--- src/rtl/tlp_demux_pkg.sv ---
// Shared TLP decode constants, DW0 field positions and demux FSM encoding.
package tlp_demux_pkg;

   localparam int unsigned DW0_W        = 32;
   localparam int unsigned DW0_FMT_MSB  = 31;
   localparam int unsigned DW0_FMT_LSB  = 29;
   localparam int unsigned DW0_TYPE_MSB = 28;
   localparam int unsigned DW0_TYPE_LSB = 24;

   localparam logic [2:0] FMT_3DW_ND = 3'b000;
   localparam logic [2:0] FMT_4DW_ND = 3'b001;
   localparam logic [2:0] FMT_3DW_D  = 3'b010;
   localparam logic [2:0] FMT_4DW_D  = 3'b011;
   localparam logic [4:0] TYPE_MEM   = 5'b00000;

   typedef enum logic [1:0] {
      ST_IDLE = 2'd0,
      ST_RD   = 2'd1,
      ST_WR   = 2'd2,
      ST_DROP = 2'd3
   } state_t;

   // Maps DW0 to its destination: memory read, memory write or discard.
   function automatic state_t decode_dw0(input logic [DW0_W-1:0] dw0);
      logic [2:0] fmt;
      logic [4:0] typ;
      fmt        = dw0[DW0_FMT_MSB:DW0_FMT_LSB];
      typ        = dw0[DW0_TYPE_MSB:DW0_TYPE_LSB];
      decode_dw0 = ST_DROP;
      if (typ == TYPE_MEM) begin
         if (fmt == FMT_3DW_ND || fmt == FMT_4DW_ND)
            decode_dw0 = ST_RD;
         else if (fmt == FMT_3DW_D || fmt == FMT_4DW_D)
            decode_dw0 = ST_WR;
      end
   endfunction

endpackage

--- src/rtl/tlp_out_reg.sv ---
// One-entry valid/ready register slice for a single demux output port.
// Ports: clk, rst_n (async, active-high), i_load + beat fields in,
//        i_ready from the sink, registered beat out, o_free_c = slot can load.
module tlp_out_reg #(
   parameter int unsigned DATA_W = 256,
   parameter int unsigned HDR_W  = 128
) (
   input  logic              clk,
   input  logic              rst_n,
   input  logic              i_load,
   input  logic [DATA_W-1:0] i_data,
   input  logic [HDR_W-1:0]  i_hdr,
   input  logic              i_sop,
   input  logic              i_eop,
   input  logic              i_ready,
   output logic [DATA_W-1:0] o_data,
   output logic [HDR_W-1:0]  o_hdr,
   output logic              o_sop,
   output logic              o_eop,
   output logic              o_valid,
   output logic              o_free_c
);

   logic [DATA_W-1:0] r_data;
   logic [HDR_W-1:0]  r_hdr;
   logic              r_sop;
   logic              r_eop;
   logic              r_valid;

   // Load wins over drain so a simultaneous take-and-refill has no bubble.
   always_ff @(posedge clk or posedge rst_n) begin
      if (rst_n) begin
         r_data  <= '0;
         r_hdr   <= '0;
         r_sop   <= 1'b0;
         r_eop   <= 1'b0;
         r_valid <= 1'b0;
      end else if (i_load) begin
         r_data  <= i_data;
         r_hdr   <= i_hdr;
         r_sop   <= i_sop;
         r_eop   <= i_eop;
         r_valid <= 1'b1;
      end else if (i_ready) begin
         r_valid <= 1'b0;
      end
   end

   assign o_data   = r_data;
   assign o_hdr    = r_hdr;
   assign o_sop    = r_sop;
   assign o_eop    = r_eop;
   assign o_valid  = r_valid;
   assign o_free_c = ~r_valid | i_ready;

endmodule

--- src/rtl/tlp_demux.sv ---
// Routes incoming TLP beats to a memory-read or memory-write output port,
// discarding illegal packets and stray non-sop beats.
// Ports: clk, rst_n (async, active-high), enable (acceptance gate),
//        in_* input beat with in_ready, r_out_* read port, w_out_* write port.
module tlp_demux
   import tlp_demux_pkg::*;
#(
   parameter int unsigned PORTS          = 2,
   parameter int unsigned DOUBLE_WORD    = 32,
   parameter int unsigned HEADER_SIZE    = 4 * DOUBLE_WORD,
   parameter int unsigned TLP_DATA_WIDTH = 8 * DOUBLE_WORD
) (
   input  logic                      clk,
   input  logic                      rst_n,
   input  logic                      enable,
   input  logic [TLP_DATA_WIDTH-1:0] in_data,
   input  logic [HEADER_SIZE-1:0]    in_hdr,
   input  logic                      in_sop,
   input  logic                      in_eop,
   input  logic                      in_valid,
   output logic                      in_ready,
   output logic [TLP_DATA_WIDTH-1:0] r_out_data,
   output logic [HEADER_SIZE-1:0]    r_out_hdr,
   output logic                      r_out_sop,
   output logic                      r_out_eop,
   output logic                      r_out_valid,
   input  logic                      r_out_ready,
   output logic [TLP_DATA_WIDTH-1:0] w_out_data,
   output logic [HEADER_SIZE-1:0]    w_out_hdr,
   output logic                      w_out_sop,
   output logic                      w_out_eop,
   output logic                      w_out_valid,
   input  logic                      w_out_ready
);

   logic [DOUBLE_WORD-1:0] w_dw0;
   state_t                 w_sop_route;
   state_t                 w_route;
   state_t                 r_state;
   logic                   w_free_r;
   logic                   w_free_w;
   logic [PORTS-1:0]       w_port_free;
   logic                   w_dest_free;
   logic                   w_accept;
   logic                   w_load_r;
   logic                   w_load_w;

   assign w_dw0       = in_hdr[HEADER_SIZE-1 -: DOUBLE_WORD];
   assign w_sop_route = decode_dw0(DW0_W'(w_dw0));
   assign w_port_free = {w_free_w, w_free_r};

   // A sop always re-decodes; continuation beats follow the latched route,
   // and continuation beats with no open packet are discarded.
   always_comb begin
      w_route = ST_DROP;
      if (in_sop)
         w_route = w_sop_route;
      else if (r_state != ST_IDLE)
         w_route = r_state;
   end

   // Discarded beats never wait on an output port.
   always_comb begin
      w_dest_free = 1'b1;
      case (w_route)
         ST_RD:   w_dest_free = w_port_free[0];
         ST_WR:   w_dest_free = w_port_free[1];
         default: w_dest_free = 1'b1;
      endcase
   end

   assign in_ready = enable & ~rst_n & w_dest_free;
   assign w_accept = in_valid & in_ready;
   assign w_load_r = w_accept & (w_route == ST_RD);
   assign w_load_w = w_accept & (w_route == ST_WR);

   // Packet tracker: only accepted beats move it, so enable=0 holds state.
   always_ff @(posedge clk or posedge rst_n) begin
      if (rst_n) begin
         r_state <= ST_IDLE;
      end else if (w_accept) begin
         if (in_sop)
            r_state <= in_eop ? ST_IDLE : w_sop_route;
         else if (in_eop)
            r_state <= ST_IDLE;
      end
   end

   tlp_out_reg #(
      .DATA_W (TLP_DATA_WIDTH),
      .HDR_W  (HEADER_SIZE)
   ) u_rd_port (
      .clk      (clk),
      .rst_n    (rst_n),
      .i_load   (w_load_r),
      .i_data   (in_data),
      .i_hdr    (in_hdr),
      .i_sop    (in_sop),
      .i_eop    (in_eop),
      .i_ready  (r_out_ready),
      .o_data   (r_out_data),
      .o_hdr    (r_out_hdr),
      .o_sop    (r_out_sop),
      .o_eop    (r_out_eop),
      .o_valid  (r_out_valid),
      .o_free_c (w_free_r)
   );

   tlp_out_reg #(
      .DATA_W (TLP_DATA_WIDTH),
      .HDR_W  (HEADER_SIZE)
   ) u_wr_port (
      .clk      (clk),
      .rst_n    (rst_n),
      .i_load   (w_load_w),
      .i_data   (in_data),
      .i_hdr    (in_hdr),
      .i_sop    (in_sop),
      .i_eop    (in_eop),
      .i_ready  (w_out_ready),
      .o_data   (w_out_data),
      .o_hdr    (w_out_hdr),
      .o_sop    (w_out_sop),
      .o_eop    (w_out_eop),
      .o_valid  (w_out_valid),
      .o_free_c (w_free_w)
   );

endmodule

--- config.mk ---
export PLATFORM = sky130hd
export DESIGN_NAME = tlp_demux
export DESIGN_NICKNAME = d
export VERILOG_FILES = /design/src/rtl/tlp_demux_pkg.sv /design/src/rtl/tlp_out_reg.sv /design/src/rtl/tlp_demux.sv
export SDC_FILE = /design/constraint.sdc
export NUM_CORES = 1
export LEC_CHECK = 0
export ABC_AREA = 1
export CAP_MARGIN = 20
export CORE_AREA = 5 5 457 459
export CTS_CLUSTER_SIZE = 25
export DETAILED_ROUTE_END_ITERATION = 16
export DIE_AREA = 0 0 462 464
export REMOVE_ABC_BUFFERS = 1
export SLEW_MARGIN = 20
export SYNTH_ARGS = -nofsm -noshare
export SYNTH_HDL_FRONTEND = slang
export SYNTH_SLANG_ARGS = --single-unit
--- constraint.sdc ---
create_clock -name clk -period 40 [get_ports clk]
set_input_delay 4 -clock clk [delete_from_list [all_inputs] [get_ports clk]]
set_output_delay 4 -clock clk [all_outputs]
set_load 0.02 [all_outputs]
# Word-level counts from Yosys, hierarchy flattened

Cells that the tools add are included.

Register bits: 776
Bits of input ports: 392
Output and inout port bits: 775
Logic and storage cells: 48

Equal/unequal tests: 5
Muxes and demuxes: 13
Bitwise gates (word level): 10
Reductions and logical operators: 9

Operators by type and width:

| cell                                                            | number |
|---|---|
| 2-bit 2-to-1 mux                                                | 7 |
| 2-bit nonzero test                                              | 4 |
| 3-bit by 2-bit == test with 1-bit output, second input constant | 2 |
| 1-bit bitwise AND                                               | 5 |
| 5-bit zero test                                                 | 1 |
| 1-bit 2-to-1 mux                                                | 5 |
| 3-bit by 1-bit == test with 1-bit output, second input constant | 1 |
| 3-bit zero test                                                 | 1 |
| 1-bit inverter                                                  | 3 |
| 2-bit by 1-bit == test with 1-bit output, second input constant | 1 |
| 2-bit == test, second input constant                            | 1 |
| 1-bit logical OR                                                | 2 |
| 1-bit bitwise OR                                                | 2 |
| 1-bit case mux with 2 select lines                              | 1 |
| 2-bit AND reduction                                             | 1 |

# Longest topological paths before layout

Word-level depth: 12
Depth in mapped cells: 16
Gate-level depth less buffers: 14

# By module

From an unflattened synthesis, not the netlist that was laid out.

Cells, all modules: 3,321
Area total of the unflattened synthesis: 29,726.0 um^2

Modules (own cells, without submodules):

| module      | times used | cells each | area each (um^2) | sequential area each (um^2) |
|---|---|---|---|---|
| tlp_out_reg | 2          | 1,635      | 14,720.4         | 9,684.3 |
| tlp_demux   | 1          | 51         | 285.3            | 50.0 |

# Worst setup path before layout

Ideal clock, no wire load.

Path kind: input port to output port
Start point: input port in_hdr[120]
End point: output port in_ready
Data arrival time: 5,277 ps
Data required time: 36,000 ps
Setup slack: 30,723 ps
Stages: 11
Path buffers: 0
Path through: nor3_1 -> nand2_1 -> nor2_1 -> nand2_1 -> o21ai_0 -> inv_1 -> ha_1 -> inv_1 -> nand3_2 -> nand2_1 -> inv_1

Word-level cells in the longest chain between the ends: 6
Elaborated cells between the ends (all ways): 7
Classes of those cells: eq/ne (2); mux (3); bitwise (1); reduce/logical (1)

RTL lines:

| element                                                                          | line                | text |
|---|---|---|
| start, declared                                                                  | tlp_demux.sv:17     | `input logic [HEADER_SIZE-1:0] in_hdr,` |
| 5-bit zero test (*)                                                              | tlp_demux_pkg.sv:30 | `if (typ == TYPE_MEM) begin` |
| 2-bit 2-to-1 mux (*)                                                             | tlp_demux_pkg.sv:30 |  |
| 2-bit 2-to-1 mux (*)                                                             | tlp_demux.sv:56     | `if (in_sop)` |
| 2-bit == test / 2-bit by 1-bit == test with 1-bit output (equally long branches) | tlp_demux.sv:65     | `case (w_route)` |
| 1-bit case mux with 2 select lines (*)                                           | tlp_demux.sv:65     |  |
| 1-bit bitwise AND (*)                                                            | tlp_demux.sv:72     | `assign in_ready = enable & ~rst_n & w_dest_free;` |
| end, declared                                                                    | tlp_demux.sv:21     | `output logic in_ready,` |

Mark *: on every way between the ends. The rest lies on a longest branch, timed or not.

# Worst setup path after layout

Start point: input port in_hdr[121]
End point: output port in_ready

The elaborated chain is that of the path after synthesis.

==> results_dict.tcl <==
set metrics [dict create \
    status "completed" \
    synthTopCellsByCount "nand2_1, dfrtp_1, buf_2" \
    synth_warnings 0 \
    synth_seq_cells 776 \
    grt_use_total 0.145 \
    holdCritPathClass "register to register" \
    grt_first_pass_wirelength_um 220000 \
    slowest_stage "clkdlybuf4s50_1" \
    cts_buffers 93 \
    globalRoute.totalOverflow 0 \
    cp_top_family "buffers and inverters" \
    hold_viol 0 \
    rsz0062_at_grt "no" \
    leakagePower_nw 22.8 \
    final_layout_size_suffix_gt1_frac 0.0417 \
    cp.required_ns 36.00 \
    ctsResizeCount 0 \
    ctsHoldBuffers 0 \
    routed_via_density 3.71 \
    critPathMaxFanout 5 \
    detail_route.wl_per_cell_um 22.5 \
    tightestPinTransition_ns 1.09 \
    synth_top_area_frac 0.664 \
    netlist-cell-type-count 18 \
    core_mm2 0.204 \
    wl_um 162000 \
    async_flop_share 1.00 \
    seq_area_frac_synth 0.664 \
    drt_pass1_iterations 5 \
    yosysTopAreaCell "dfrtp_1" \
    fin_skew_ns 0.0504 \
    ant_nets 0 \
    cts_tree "done" \
    synth_edf_count 0 \
    period_minus_slack_ns 10.76 \
    h-tree-depth 3 \
    clockBufferDepth 3 \
    drv_slew 0 \
    timing.critical_path.buf_inv 3 \
    fmax_mhz 93.0 \
    die-area_mm2 0.214 \
    root_buffer "clkbuf_16" \
    dp.cells 7028 \
    synth_ff_type "dfrtp_1" \
    critPathLaunchType "input pin" \
    syn_inst 3311 \
    die_w_um 462 \
    synthAdderAreaFrac 0.000855 \
    drc_errors 0 \
    finalCritPeriodShare 0.269 \
    dpl_cell_area_mm2 0.0437 \
    grt_pass1_vias 27300 \
    synth_compound_area_frac 0.000342 \
    synth.area.top_cells "dfrtp_1, nand2_1, buf_2" \
    fillCellCount 22200 \
    start_util 0.143 \
    power_density_mw_per_mm2 71.8 \
    max_slew_margin 0.274 \
    antenna_found_initial 25 \
    grt_max_degree 173 \
    cap_violations 0 \
    drtIter0Drc 2005 \
    synthToLayoutAreaGrowth_pct 60.3 \
    insertion_delay_ns 0.72 \
    num_rows 166 \
    syn-cell-area_mm2 0.0293 \
    instances_no_fill 7203 \
    portBuffers 1166 \
    globalplace.congestion 0.923 \
    synth_simple_gate_area_frac 0.303 \
    muxShareOfSynthArea 0 \
    critPathKind "input pin to primary output" \
    power_mw 3.37 \
    slowest_delay_ns 0.60 \
    synth.most_common_cell "nand2_1" \
    arrival_ns 6.76 \
    routed-via-count 26700 \
    final_area_mm2 0.0469 \
    path_cells "clkdlybuf4s50_1 -> nor3_1 -> nand2_1 -> nor2_1 -> nand2_1 -> o21ai_0 -> ha_1 -> nand2_1 -> nand3_2 -> nand2_1 -> inv_1 -> clkdlybuf4s50_1" \
    cp-end-kind "primary output" \
    synth-xor-area-share 0 \
    io_pins 1167 \
    die_h_um 464 \
    nNetsFinal 4830 \
    clock-sinks 776 \
    setup_violations 0 \
    cp_common_cell "nand2_1" \
    dpl.hpwl_um 127000 \
    post_cts_buffers 0 \
    synth_top_family_by_area "simple AND/OR/NAND/NOR gates" \
    clk_pin_slew_ns 0.06 \
    fin_hold_ws_ns 0.475 \
    setup_tns_ns 0 \
    ir_drop_mv 0.0393 \
    postSynthAreaPerCell_um2 8.84 \
]
==> worst reg2reg max path, delay by kind of cell, from the launching register on <==
family,cells,cell delay [ns]
AOI/OAI and AO/OA,1,0.15
DFF,1,0.38
buffers and inverters,4,2.11
and+or+nand+nor,7,0.95
adders and majority gates,1,0.31
==> metrics by stage <==
step / setup WS, ns / utilization
6_report: 29.24 / 0.230
5_1_grt: 29.09 / 0.230
4_1_cts: 29.19 / 0.230
3_5_place_dp: 29.25 / 0.214
3_3_place_gp: 29.12 / 0.214
2_1_floorplan: 14.22 / -
==> flip-flops by register name (all words and copies together), names as in the netlist <==
signal	flops
r_state	2
u_rd_port.o_data	256
u_rd_port.o_eop	1
u_rd_port.o_hdr	128
u_rd_port.o_sop	1
u_rd_port.o_valid	1
u_wr_port.o_data	256
u_wr_port.o_eop	1
u_wr_port.o_hdr	128
u_wr_port.o_sop	1
u_wr_port.o_valid	1
==> final cells by class <==
class | count | area [um^2] | share of cell area
Sequential cell | 776 | 19400 | 0.414
Timing Repair Buffer | 1198 | 12000 | 0.255
Multi-Input combinational cell | 2353 | 8910 | 0.190
Tap cell | 2688 | 3360 | 0.0717
Clock buffer | 130 | 2710 | 0.0577
Clock inverter | 33 | 472 | 0.0101
Inverter | 14 | 60.1 | 0.00128
Antenna cell | 11 | 27.5 | 0.000587
==> final timing paths <==
path                                       start                    end  slack (ns)  depth (start not counted)
setup reg to reg                      r_state[0]    u_rd_port.o_hdr[75]       36.05                         13
min in group asynchronous                  rst_n        u_rd_port.o_sop        3.88                          2
max in group asynchronous                  rst_n    u_wr_port.o_hdr[56]       32.34                          6
hold reg to reg            u_wr_port.o_data[120]  u_wr_port.o_data[120]        0.48                          2
setup / recovery                     in_hdr[121]               in_ready       29.24                         12
hold / removal             u_wr_port.o_data[120]  u_wr_port.o_data[120]        0.48                          2
==> where the power goes <==
group / switching [mW] / leakage, nW / internal [mW]
combinational: 0.752 / 11.1 / 0.545
clock: 0.375 / 1.54 / 0.509
sequential: 0.154 / 10.2 / 1.03
==> cells in the final DEF (no fill, tap or decap) <==
cell type        Yosys  layout
nand3_2              2       2
nor2_2               1       1
bufinv_16            0       5
buf_16               0       1
dfrtp_1            776     776
buf_12               0       3
inv_16               0       1
clkinvlp_4           0       5
nand3_1              1       1
nor2_4               2       2
clkinv_16            0       5
o21ai_0              2       2
clkinv_2             0      10
buf_4               23      28
clkinv_4             0       3
clkbuf_8             0      22
clkdlybuf4s50_1      0    1166
ha_1                 2       2
nand4_4              0       1
nand2_1           2336    2336
inv_8                0       2
nand4_1              2       2
clkbuf_1            14      14
inv_6                0       3
diode_2              0      11
nor3_1               1       1
nor2_1               3       3
clkbuf_16            0      94
inv_1               14      13
==> logic make-up after synthesis <==
| logic type | count (synthesis) |
|---|---|
| and+or+nand+nor | 2349 |
| AOI/OAI and AO/OA | 2 |
| adders and majority gates | 2 |
| DFF | 776 |
| buffers and inverters | 182 |
==> layer usage <==
layer  up-vias  global-route usage  wire length [um]
li1      12200                   -                 -
met4         2              0.0638              6550
met1     13000               0.166             62300
met5         -                   0                13
met3       196              0.0931             25100
met2      1241               0.213             68100
Power figures use the tool's default switching activity.
